==> src/rtl/shift_seq_pkg.sv <==
// rtl/shift_seq_pkg.sv - shared op/state encodings for the shift sequencer
package shift_seq_pkg;

    typedef enum logic [2:0] {
        OP_NOP  = 3'd0,
        OP_LOAD = 3'd1,
        OP_LSH  = 3'd2,
        OP_ASH  = 3'd3,
        OP_ROT  = 3'd4,
        OP_ROTC = 3'd5,
        OP_ILL6 = 3'd6,
        OP_ILL7 = 3'd7
    } op_e;

    typedef enum logic [1:0] {
        ST_IDLE = 2'd0,
        ST_RUN  = 2'd1,
        ST_DONE = 2'd2
    } state_e;

    localparam logic DIR_LEFT  = 1'b1;
    localparam logic DIR_RIGHT = 1'b0;

    function automatic logic is_shift_op(input op_e op);
        return (op == OP_LSH) || (op == OP_ASH) || (op == OP_ROT) || (op == OP_ROTC);
    endfunction

    function automatic logic is_illegal_op(input op_e op);
        return (op == OP_ILL6) || (op == OP_ILL7);
    endfunction

endpackage

==> src/rtl/shift_sequencer_if.sv <==
// rtl/shift_sequencer_if.sv - command handshake bundle for the shift sequencer
interface shift_sequencer_if #(
    parameter int WIDTH = 8,
    parameter int CNT_W = 4
);
    logic             cmd_valid;
    logic             cmd_ready;
    logic [2:0]       cmd_op;
    logic             cmd_dir;
    logic [CNT_W-1:0] cmd_count;
    logic [WIDTH-1:0] load_data;
    logic             carry_in;

    modport master (
        output cmd_valid, cmd_op, cmd_dir, cmd_count, load_data, carry_in,
        input  cmd_ready
    );

    modport slave (
        input  cmd_valid, cmd_op, cmd_dir, cmd_count, load_data, carry_in,
        output cmd_ready
    );
endinterface

==> src/rtl/shift_step.sv <==
// rtl/shift_step.sv - combinational single-step shift/rotate datapath
module shift_step
    import shift_seq_pkg::*;
#(
    parameter int WIDTH = 8,
    parameter int SIN_W = 1
) (
    input  op_e              op,
    input  logic             dir,
    input  logic [WIDTH-1:0] cur,
    input  logic             carry,
    input  logic [SIN_W-1:0] sin,
    output logic [WIDTH-1:0] nxt,
    output logic             nxt_carry
);
    localparam int RW = WIDTH + 1;

    logic [RW-1:0] ring;
    logic [RW-1:0] ring_l;
    logic [RW-1:0] ring_r;
    logic          edge_bit;

    always_comb begin
        ring     = {carry, cur};
        ring_l   = (ring << SIN_W) | (ring >> (RW - SIN_W));
        ring_r   = (ring >> SIN_W) | (ring << (RW - SIN_W));
        // last bit to leave the register on the side it exits
        edge_bit = (dir == DIR_LEFT) ? cur[WIDTH-SIN_W] : cur[SIN_W-1];

        nxt       = cur;
        nxt_carry = carry;
        case (op)
            OP_LSH: begin
                nxt       = (dir == DIR_LEFT) ? {cur[WIDTH-SIN_W-1:0], sin}
                                              : {sin, cur[WIDTH-1:SIN_W]};
                nxt_carry = edge_bit;
            end
            OP_ASH: begin
                nxt       = (dir == DIR_LEFT) ? {cur[WIDTH-SIN_W-1:0], {SIN_W{1'b0}}}
                                              : {{SIN_W{cur[WIDTH-1]}}, cur[WIDTH-1:SIN_W]};
                nxt_carry = edge_bit;
            end
            OP_ROT: begin
                nxt       = (dir == DIR_LEFT) ? {cur[WIDTH-SIN_W-1:0], cur[WIDTH-1:WIDTH-SIN_W]}
                                              : {cur[SIN_W-1:0], cur[WIDTH-1:SIN_W]};
                nxt_carry = edge_bit;
            end
            OP_ROTC: begin
                {nxt_carry, nxt} = (dir == DIR_LEFT) ? ring_l : ring_r;
            end
            default: begin
                nxt       = cur;
                nxt_carry = carry;
            end
        endcase
    end
endmodule

==> src/rtl/shift_sequencer.sv <==
// rtl/shift_sequencer.sv - multi-step shift engine: FSM, step counter, registers
module shift_sequencer
    import shift_seq_pkg::*;
#(
    parameter int WIDTH = 8,
    parameter int SIN_W = 1,
    parameter int CNT_W = 4
) (
    input  logic              clk,
    input  logic              rst,
    shift_sequencer_if.slave  cmd,
    input  logic [SIN_W-1:0]  sin,
    input  logic              abort,
    output logic [WIDTH-1:0]  out,
    output logic              carry_out,
    output logic              sin_rd,
    output logic              busy,
    output logic              done,
    output logic              err
);
    state_e           state, state_nxt;
    op_e              op_r;
    logic             dir_r;
    logic [CNT_W-1:0] rem;
    logic             err_r;
    op_e              cmd_op_e;
    logic             start_run;
    logic [WIDTH-1:0] step_out;
    logic             step_carry;

    assign cmd_op_e  = op_e'(cmd.cmd_op);
    assign start_run = is_shift_op(cmd_op_e) && (cmd.cmd_count != '0);

    shift_step #(.WIDTH(WIDTH), .SIN_W(SIN_W)) u_step (
        .op        (op_r),
        .dir       (dir_r),
        .cur       (out),
        .carry     (carry_out),
        .sin       (sin),
        .nxt       (step_out),
        .nxt_carry (step_carry)
    );

    always_comb begin
        state_nxt     = state;
        cmd.cmd_ready = 1'b0;
        busy          = 1'b1;
        done          = 1'b0;
        err           = 1'b0;
        sin_rd        = 1'b0;
        case (state)
            ST_IDLE: begin
                cmd.cmd_ready = 1'b1;
                busy          = 1'b0;
                if (cmd.cmd_valid) begin
                    state_nxt = start_run ? ST_RUN : ST_DONE;
                end
            end
            ST_RUN: begin
                sin_rd = (op_r == OP_LSH);
                if (abort || (rem == CNT_W'(1))) begin
                    state_nxt = ST_DONE;
                end
            end
            ST_DONE: begin
                done      = 1'b1;
                err       = err_r;
                state_nxt = ST_IDLE;
            end
            default: state_nxt = ST_IDLE;
        endcase
    end

    always_ff @(posedge clk or posedge rst) begin
        if (rst) begin
            state     <= ST_IDLE;
            out       <= '0;
            carry_out <= 1'b0;
            op_r      <= OP_NOP;
            dir_r     <= DIR_RIGHT;
            rem       <= '0;
            err_r     <= 1'b0;
        end else begin
            state <= state_nxt;
            case (state)
                ST_IDLE: begin
                    if (cmd.cmd_valid) begin
                        op_r  <= cmd_op_e;
                        dir_r <= cmd.cmd_dir;
                        rem   <= cmd.cmd_count;
                        err_r <= is_illegal_op(cmd_op_e);
                        if (cmd_op_e == OP_LOAD) begin
                            out <= cmd.load_data;
                        end
                        // zero-step shifts leave carry untouched, like NOP
                        if (start_run) begin
                            carry_out <= cmd.carry_in;
                        end
                    end
                end
                ST_RUN: begin
                    if (!abort) begin
                        out       <= step_out;
                        carry_out <= step_carry;
                        rem       <= rem - 1'b1;
                    end
                end
                default: ;
            endcase
        end
    end
endmodule

==> src/flat_wrapper.sv <==
// flat-port wrapper written by rule: the top's interface ports become plain ports
module shift_sequencer_flat import shift_seq_pkg::*;
#(
    parameter int WIDTH = 8,
    parameter int SIN_W = 1,
    parameter int CNT_W = 4
)
  (clk, rst, sin, abort, out, carry_out, sin_rd, busy, done, err, cmd_cmd_valid, cmd_cmd_op, cmd_cmd_dir, cmd_cmd_count, cmd_load_data, cmd_carry_in, cmd_cmd_ready);
  shift_sequencer_if #(.WIDTH(WIDTH), .CNT_W(CNT_W)) cmd_i ();
  input  logic clk;
  input  logic rst;
  input  logic [SIN_W-1:0] sin;
  input  logic abort;
  output logic [WIDTH-1:0] out;
  output logic carry_out;
  output logic sin_rd;
  output logic busy;
  output logic done;
  output logic err;
  input wire logic [$bits(cmd_i.cmd_valid)-1:0] cmd_cmd_valid;
  input wire logic [$bits(cmd_i.cmd_op)-1:0] cmd_cmd_op;
  input wire logic [$bits(cmd_i.cmd_dir)-1:0] cmd_cmd_dir;
  input wire logic [$bits(cmd_i.cmd_count)-1:0] cmd_cmd_count;
  input wire logic [$bits(cmd_i.load_data)-1:0] cmd_load_data;
  input wire logic [$bits(cmd_i.carry_in)-1:0] cmd_carry_in;
  output wire logic [$bits(cmd_i.cmd_ready)-1:0] cmd_cmd_ready;
  assign cmd_i.cmd_valid = cmd_cmd_valid;
  assign cmd_i.cmd_op = cmd_cmd_op;
  assign cmd_i.cmd_dir = cmd_cmd_dir;
  assign cmd_i.cmd_count = cmd_cmd_count;
  assign cmd_i.load_data = cmd_load_data;
  assign cmd_i.carry_in = cmd_carry_in;
  assign cmd_cmd_ready = cmd_i.cmd_ready;
  shift_sequencer #(.WIDTH(WIDTH), .SIN_W(SIN_W), .CNT_W(CNT_W)) u_core (.clk(clk), .rst(rst), .cmd(cmd_i), .sin(sin), .abort(abort), .out(out), .carry_out(carry_out), .sin_rd(sin_rd), .busy(busy), .done(done), .err(err));
endmodule
==> config.mk <==
export PLATFORM = sky130hd
export DESIGN_NAME = shift_sequencer_flat
export DESIGN_NICKNAME = d
export VERILOG_FILES = /design/src/rtl/shift_seq_pkg.sv /design/src/rtl/shift_sequencer_if.sv /design/src/rtl/shift_step.sv /design/src/rtl/shift_sequencer.sv /design/src/flat_wrapper.sv
export SDC_FILE = /design/constraint.sdc
export NUM_CORES = 1
export LEC_CHECK = 0
export CAP_MARGIN = 20
export CORE_UTILIZATION = 65
export CTS_CLUSTER_DIAMETER = 200
export DETAILED_ROUTE_END_ITERATION = 7
export DONT_BUFFER_PORTS = 1
export PLACE_DENSITY = 0.81
export SLEW_MARGIN = 20
export SYNTH_ARGS = -nofsm -noshare
export SYNTH_HDL_FRONTEND = slang
export SYNTH_SLANG_ARGS = --single-unit
==> constraint.sdc <==
create_clock -name clk -period 3.4 [get_ports clk]
set_input_delay 0.68 -clock clk [delete_from_list [all_inputs] [get_ports clk]]
set_output_delay 0.68 -clock clk [all_outputs]
set_load 0.005 [all_outputs]
==> After elaboration in Yosys (flattened, before gate mapping) <==
Index checks and enable logic that the tools add are counted.
W data, S select, Z words.
{ "op_classes": {"n_reduce_logical": 16, "n_addsub": 1, "n_eq_ne": 22, "bitwise_logic": 2, "muxes": 27} }
{ "op_table": {"columns": ["cell", "count"], "rows": [
  ["$mux W8", 6],
  ["$pmux W8 S4", 1],
  ["$eq A3 B3 Y1 const B", 6],
  ["$pmux W8 S2", 1],
  ["$eq A3 B2 Y1 const B", 4],
  ["$reduce_and A5 Y1", 2],
  ["$mux W1", 9],
  ["$mux W9", 1],
  ["$or A8 B9 Y9", 1],
  ["$or A9 B1 Y9", 1],
  ["$mux W4", 2],
  ["$pmux W4 S2", 1],
  ["$mux W2", 3],
  ["$ne A2 B1 Y1 const B", 3],
  ["$reduce_and A6 Y1", 1],
  ["$logic_or A1 B1 Y1", 5],
  ["$ne A5 B4 Y1 const B", 1],
  ["$eq A4 B1 Y1 const B", 1],
  ["$ne A2 B2 Y1 const B", 2],
  ["$pmux W1 S2", 2],
  ["$pmux W2 S2", 1],
  ["$reduce_and A2 Y1", 2],
  ["$reduce_bool A4 Y1", 1],
  ["$sub A4 B1 Y4 const B", 1],
  ["10 further kinds", 10]
]} }
{ "totals": {"out_inout_bits": 14, "wordCells": 76, "reg_bits": 20, "inputBits": 22} }

==> Depth between registers and ports, before layout <==
{ "logic_depth": {"depth_word": 8, "ltp_mapped": 6, "ltp_nobuf": 6} }

==> Hierarchy <==
Synthesis repeated with hierarchy kept, for this count alone.
{ "unflattened": {"cells_unflattened": 155, "area_unflattened_um2": 1381.3} }
{ "modules_own_cells": {"columns": ["mod", "area_each_um2", "cells_per_inst", "instances", "seq_area_each_um2"], "rows": [
  ["shift_sequencer", 1043.5, 104, 1, 500.5],
  ["shift_step", 337.8, 51, 1, 0.0]
]} }

==> Least setup slack after synthesis <==
Ideal clock, no wire load.
{ "synth_path": {"kind": "input-to-reg", "from": "in cmd_cmd_valid", "to": "reg u_core.out[7]", "n_path_buf": 1, "required_time_ns": 3.272, "arrival_time_ns": 1.783, "setup_time_ns": 0.128, "stages": 5, "setup_slack_ns": 1.489, "path_cell_list": "or3b_1 -> buf_2 -> o31a_4 -> nor3_2 -> mux2_1"} }
{ "synth_via": {"elab_chain_len": 2} }
{ "synth_lines": {"columns": ["item", "line", "rtl"], "rows": [
  ["start, declared", "flat_wrapper.sv:20", "input wire logic [$bits(cmd_i.cmd_valid)-1:0] cmd_cmd_valid;"],
  ["$ne A2 B2 Y1 (no source line)", null, null],
  ["$reduce_and A6 Y1 (no source line)", null, null],
  ["end signal, assigned", "shift_sequencer.sv:93", "out <= cmd.load_data;"],
  ["end signal, assigned", "shift_sequencer.sv:103", "out <= step_out;"],
  ["end, declared", "shift_sequencer.sv:14", "output logic [WIDTH-1:0] out,"]
]} }
No other way between the ends.
A chain may end at the register's enable or synchronous reset.

==> Worst setup path after layout <==
{ "layout_path": {"from": "reg u_core.state[1]", "to": "reg u_core.out[7]"} }
{ "layout_via": {"elab_chain_len": 3, "elab_cells_between_ends": 10, "cone_classes": "eq/ne: 6; mux: 1; reduce/logical: 3"} }
{ "layout_lines": {"columns": ["item", "line", "rtl"], "rows": [
  ["start, declared", "shift_sequencer.sv:21", "state_e state, state_nxt;"],
  ["start signal, assigned", "shift_sequencer.sv:84", "state <= state_nxt;"],
  ["$eq A2 B1 Y1 / $logic_not A2 Y1 (equally long branches)", "shift_sequencer.sv:85", "case (state)"],
  ["$ne A5 B4 Y1 (no source line) (tied with other cells)", null, null],
  ["$reduce_and A6 Y1 (no source line)", null, null]
]} }
Parallel ways exist; a longest one is shown, timed or not.

==> flow_metrics.py <==
metrics = {
    "status": {
        "outcome": "finished, final reports clean",
    },
    "routing": {
        "routedWlPerCell_um": 16.4,
        "drc": 0,
        "drt_iter0_drc": 19,
        "num_vias": 1019,
        "routed_via_density": 6.53,
        "wl_um": 2570,
        "ant_nets": 0,
        "drt_pass1_iterations": 4,
    },
    "cts": {
        "htreeDepth": 1,
        "holdBufCountCts": 0,
        "cts_sinks": 20,
        "cts_tree": "done",
        "path_clk_slew_ns": 0.12,
        "numCtsBuffers": 3,
        "cts_buffer_depth": 2,
        "cts_resized": 0,
        "clock-root-buffer": "clkbuf_4",
        "postCtsSetupBuffers": 0,
        "clk_latency_ns": 0.30,
    },
    "timing": {
        "setup_tns_ns": 0,
        "slew_violations": 0,
        "finalCriticalPeriod_ns": 2.20,
        "slew_headroom": 0.474,
        "max_freq_mhz": 454,
        "finalWorstSetupSlack_ns": 1.20,
        "rsz0062_at_grt": "false",
        "hold_violations": 0,
        "clock_skew_ns": 0.0102,
        "tightestPinTransition_ns": 0.788,
        "period_share": 0.648,
        "setup_viol": 0,
    },
    "setup_path": {
        "critPathKind": "reg -> reg",
        "r2r-end": "u_core.out[7]",
        "cp_top_family": "simple AND/OR/NAND/NOR gates",
        "reg2reg_from": "u_core.state[1]",
        "required_ns": 3.60,
        "worstSetupEndpointType": "flop",
        "startpoint_type": "flop",
        "critPathArrivalTime_ns": 2.41,
        "r2r_slack_ns": 1.20,
        "crit_slowest_cell": "o31a_4",
        "path_buf_inv": 0,
        "slowest_delay_ns": 0.58,
        "worst-r2r-cell-count": 4,
        "critical_path.cell_chain": "nand2b_1 > o31a_4 > nor3_2 > mux2_1",
        "path_max_fanout": 22,
    },
    "synthesis": {
        "netlist_instances": 135,
        "synth_warnings": 0,
        "ys_ff_latch": 20,
        "synth_cell_types": 42,
        "syn_nets": 159,
        "synth_area_um2": 1250,
        "syn_avg_cell_area_um2": 9.30,
        "seq_area_frac_synth": 0.399,
    },
    "power_and_ir_drop": {
        "p_sw_frac": 0.436,
        "peakVddDrop_uv": 470,
        "leakage_nw": 0.553,
        "seqPwrFrac": 0.457,
        "internal_power_w": 0.000626,
        "p_clk_frac": 0.124,
        "finalPower_w": 0.00111,
        "p_per_area_nw_per_um2": 867,
        "switching_power_w": 0.000483,
        "combPwrFrac": 0.419,
    },
    "floorplanning": {
        "core-area_um2": 1760,
        "pin_count": 36,
        "die_area_um2": 2110,
        "die_h_um": 45.9,
        "die_x_um": 45.9,
        "start_util": 0.711,
        "row_count": 15,
    },
    "layout": {
        "diodes": 0,
        "layout-drive-gt1-share": 0.0687,
        "nNetsFinal": 156,
        "areaGrowthSynthToFinish_pct": 1.99,
        "final_cells": 156,
        "fin_util": 0.726,
    },
    "global_route": {
        "grt-ovfl-total": 0,
        "grt_pass1_vias": 870,
        "track_usage": 0.264,
        "antenna_found_initial": 0,
        "grt_max_degree": 23,
        "grt_pass1_wl_um": 3880,
    },
    "placed_design": {
        "port_buffers": 0,
        "gp_congestion": 0.807,
        "dp_slack_ns": 1.19,
        "dpl.hpwl_um": 1870,
        "placed_cells": 152,
    },
    "run": {
        "maxCapViolCount": 0,
    },
    "min_path": {
        "hp-class": "in -> async",
    },
}
## worst max path at each step
stage                          startpoint            end  slack (ns)  cells past startpoint
after CTS                 u_core.state[1]  u_core.out[7]        1.21                      4
final                     u_core.state[1]  u_core.out[7]        1.20                      4
after global placement      cmd_cmd_valid  u_core.out[7]        1.23                      4
after global routing      u_core.state[1]  u_core.out[7]        1.05                      4
after floorplan             cmd_cmd_valid  u_core.out[7]        1.49                      5
after detailed placement    cmd_cmd_valid  u_core.out[7]        1.19                      4
## cells in the final DEF, fill, tap and decap left out, drive strengths merged, types with 2 or more instances in the layout
cell    netlist  final
a221o         2      2
dfrtp        20     20
a21o          2      2
clkbuf        4      4
o22ai         3      3
o21ai        12     12
mux2i         8      8
o31ai         6      6
o31a          2      2
inv           7      7
ha            2      2
nor3          3      3
a211oi        2      2
nand2b        2      2
nand2         4      4
a21oi        14     14
nor2b         3      3
nor2         15     15
mux2          5      5
## synthesized netlist by cell type
| cell | count | area (um^2) |
|---|---|---|
| a211oi_1 | 2 | 15.0 |
| a21boi_1 | 1 | 7.51 |
| a21o_1 | 2 | 15.0 |
| a21oi_1 | 13 | 65.1 |
| a21oi_2 | 1 | 8.76 |
| a221o_1 | 2 | 20.0 |
| and2_1 | 1 | 6.26 |
| and4_1 | 1 | 8.76 |
| and4b_1 | 1 | 10.0 |
| buf_2 | 3 | 15.0 |
| buf_6 | 1 | 11.3 |
| clkbuf_1 | 3 | 11.3 |
| clkbuf_2 | 1 | 5.00 |
| dfrtp_1 | 20 | 500 |
| ha_1 | 2 | 25.0 |
| inv_1 | 6 | 22.5 |
| inv_2 | 1 | 3.75 |
| mux2_1 | 5 | 56.3 |
| mux2i_1 | 8 | 80.1 |
| nand2_1 | 4 | 15.0 |
| nand2b_1 | 2 | 12.5 |
| nand3_1 | 1 | 5.00 |
| nand3b_1 | 1 | 7.51 |
| nor2_1 | 15 | 56.3 |
| nor2b_1 | 3 | 18.8 |
| nor3_1 | 2 | 10.0 |
| nor3_2 | 1 | 10.0 |
| nor3b_1 | 1 | 7.51 |
| nor4bb_1 | 1 | 10.0 |
| o21ai_0 | 2 | 10.0 |
| o21ai_1 | 10 | 50.1 |
| o22ai_1 | 3 | 18.8 |
| o311ai_0 | 1 | 8.76 |
| o31a_1 | 1 | 8.76 |
| o31a_4 | 1 | 17.5 |
| o31ai_1 | 6 | 45.0 |
| o32ai_1 | 1 | 8.76 |
| o41ai_2 | 1 | 16.3 |
| or2_1 | 1 | 6.26 |
| or3b_1 | 1 | 8.76 |
| or4_1 | 1 | 7.51 |
| xnor2_1 | 1 | 8.76 |
## cell type report
cell class                 instances  area (um^2)
clock buffer                       4         36.3
fill                             147          484
inverter                           7         26.3
multi-input combinational        100          686
sequential                        20          500
tap                               25         31.3
## metal layers
layer / GRT usage / part of all wire / vias up
met4: 0.0882 / 0.013 / 0
met5: 0 / 0 / -
met2: 0.434 / 0.48 / 41
met1: 0.340 / 0.44 / 483
li1: - / - / 491
met3: 0.0595 / 0.076 / 4
## state kept, by name, summed over array words and instances, names as in the netlist
signal / count
u_core.err_r: 1
u_core.dir_r: 1
u_core.out: 8
u_core.rem: 4
u_core.op_r: 3
u_core.carry_out: 1
u_core.state: 2
## logic make-up (layout without fill, tap and decap cells)
kind of cell,after synthesis,count (layout),synth area share
buffers and inverters,15,11,0.0548
and+or+nand+nor,37,37,0.160
DFF,20,20,0.399
AOI/OAI and AO/OA,47,47,0.251
muxes,13,13,0.109
adders and majority gates,2,2,0.0199
xor gates and xnor gates,1,1,0.00698
## metrics by stage
| stage | hold WS, ns | instance area, um^2 |
|---|---|---|
| final | 0.377 | 1280 |
| after global routing | 0.444 | 1280 |
| after CTS | 0.404 | 1280 |
| after detailed placement | 0.492 | 1240 |
| after global placement | 0.458 | 1240 |
| after floorplan | 0.447 | 1250 |
## power by group through the flow
stage / sequential, W / combinational (W) / clock [W]
global placement: 0.000501 / 0.000449 / 0
floorplan: 0.000446 / 0.000441 / 0
CTS: 0.000503 / 0.000465 / 0.000141
global route: 0.000524 / 0.000520 / 0.000151
detailed placement: 0.000508 / 0.000464 / 0
finish: 0.000507 / 0.000465 / 0.000138
No activity file was read; power rests on OpenSTA's default activity.
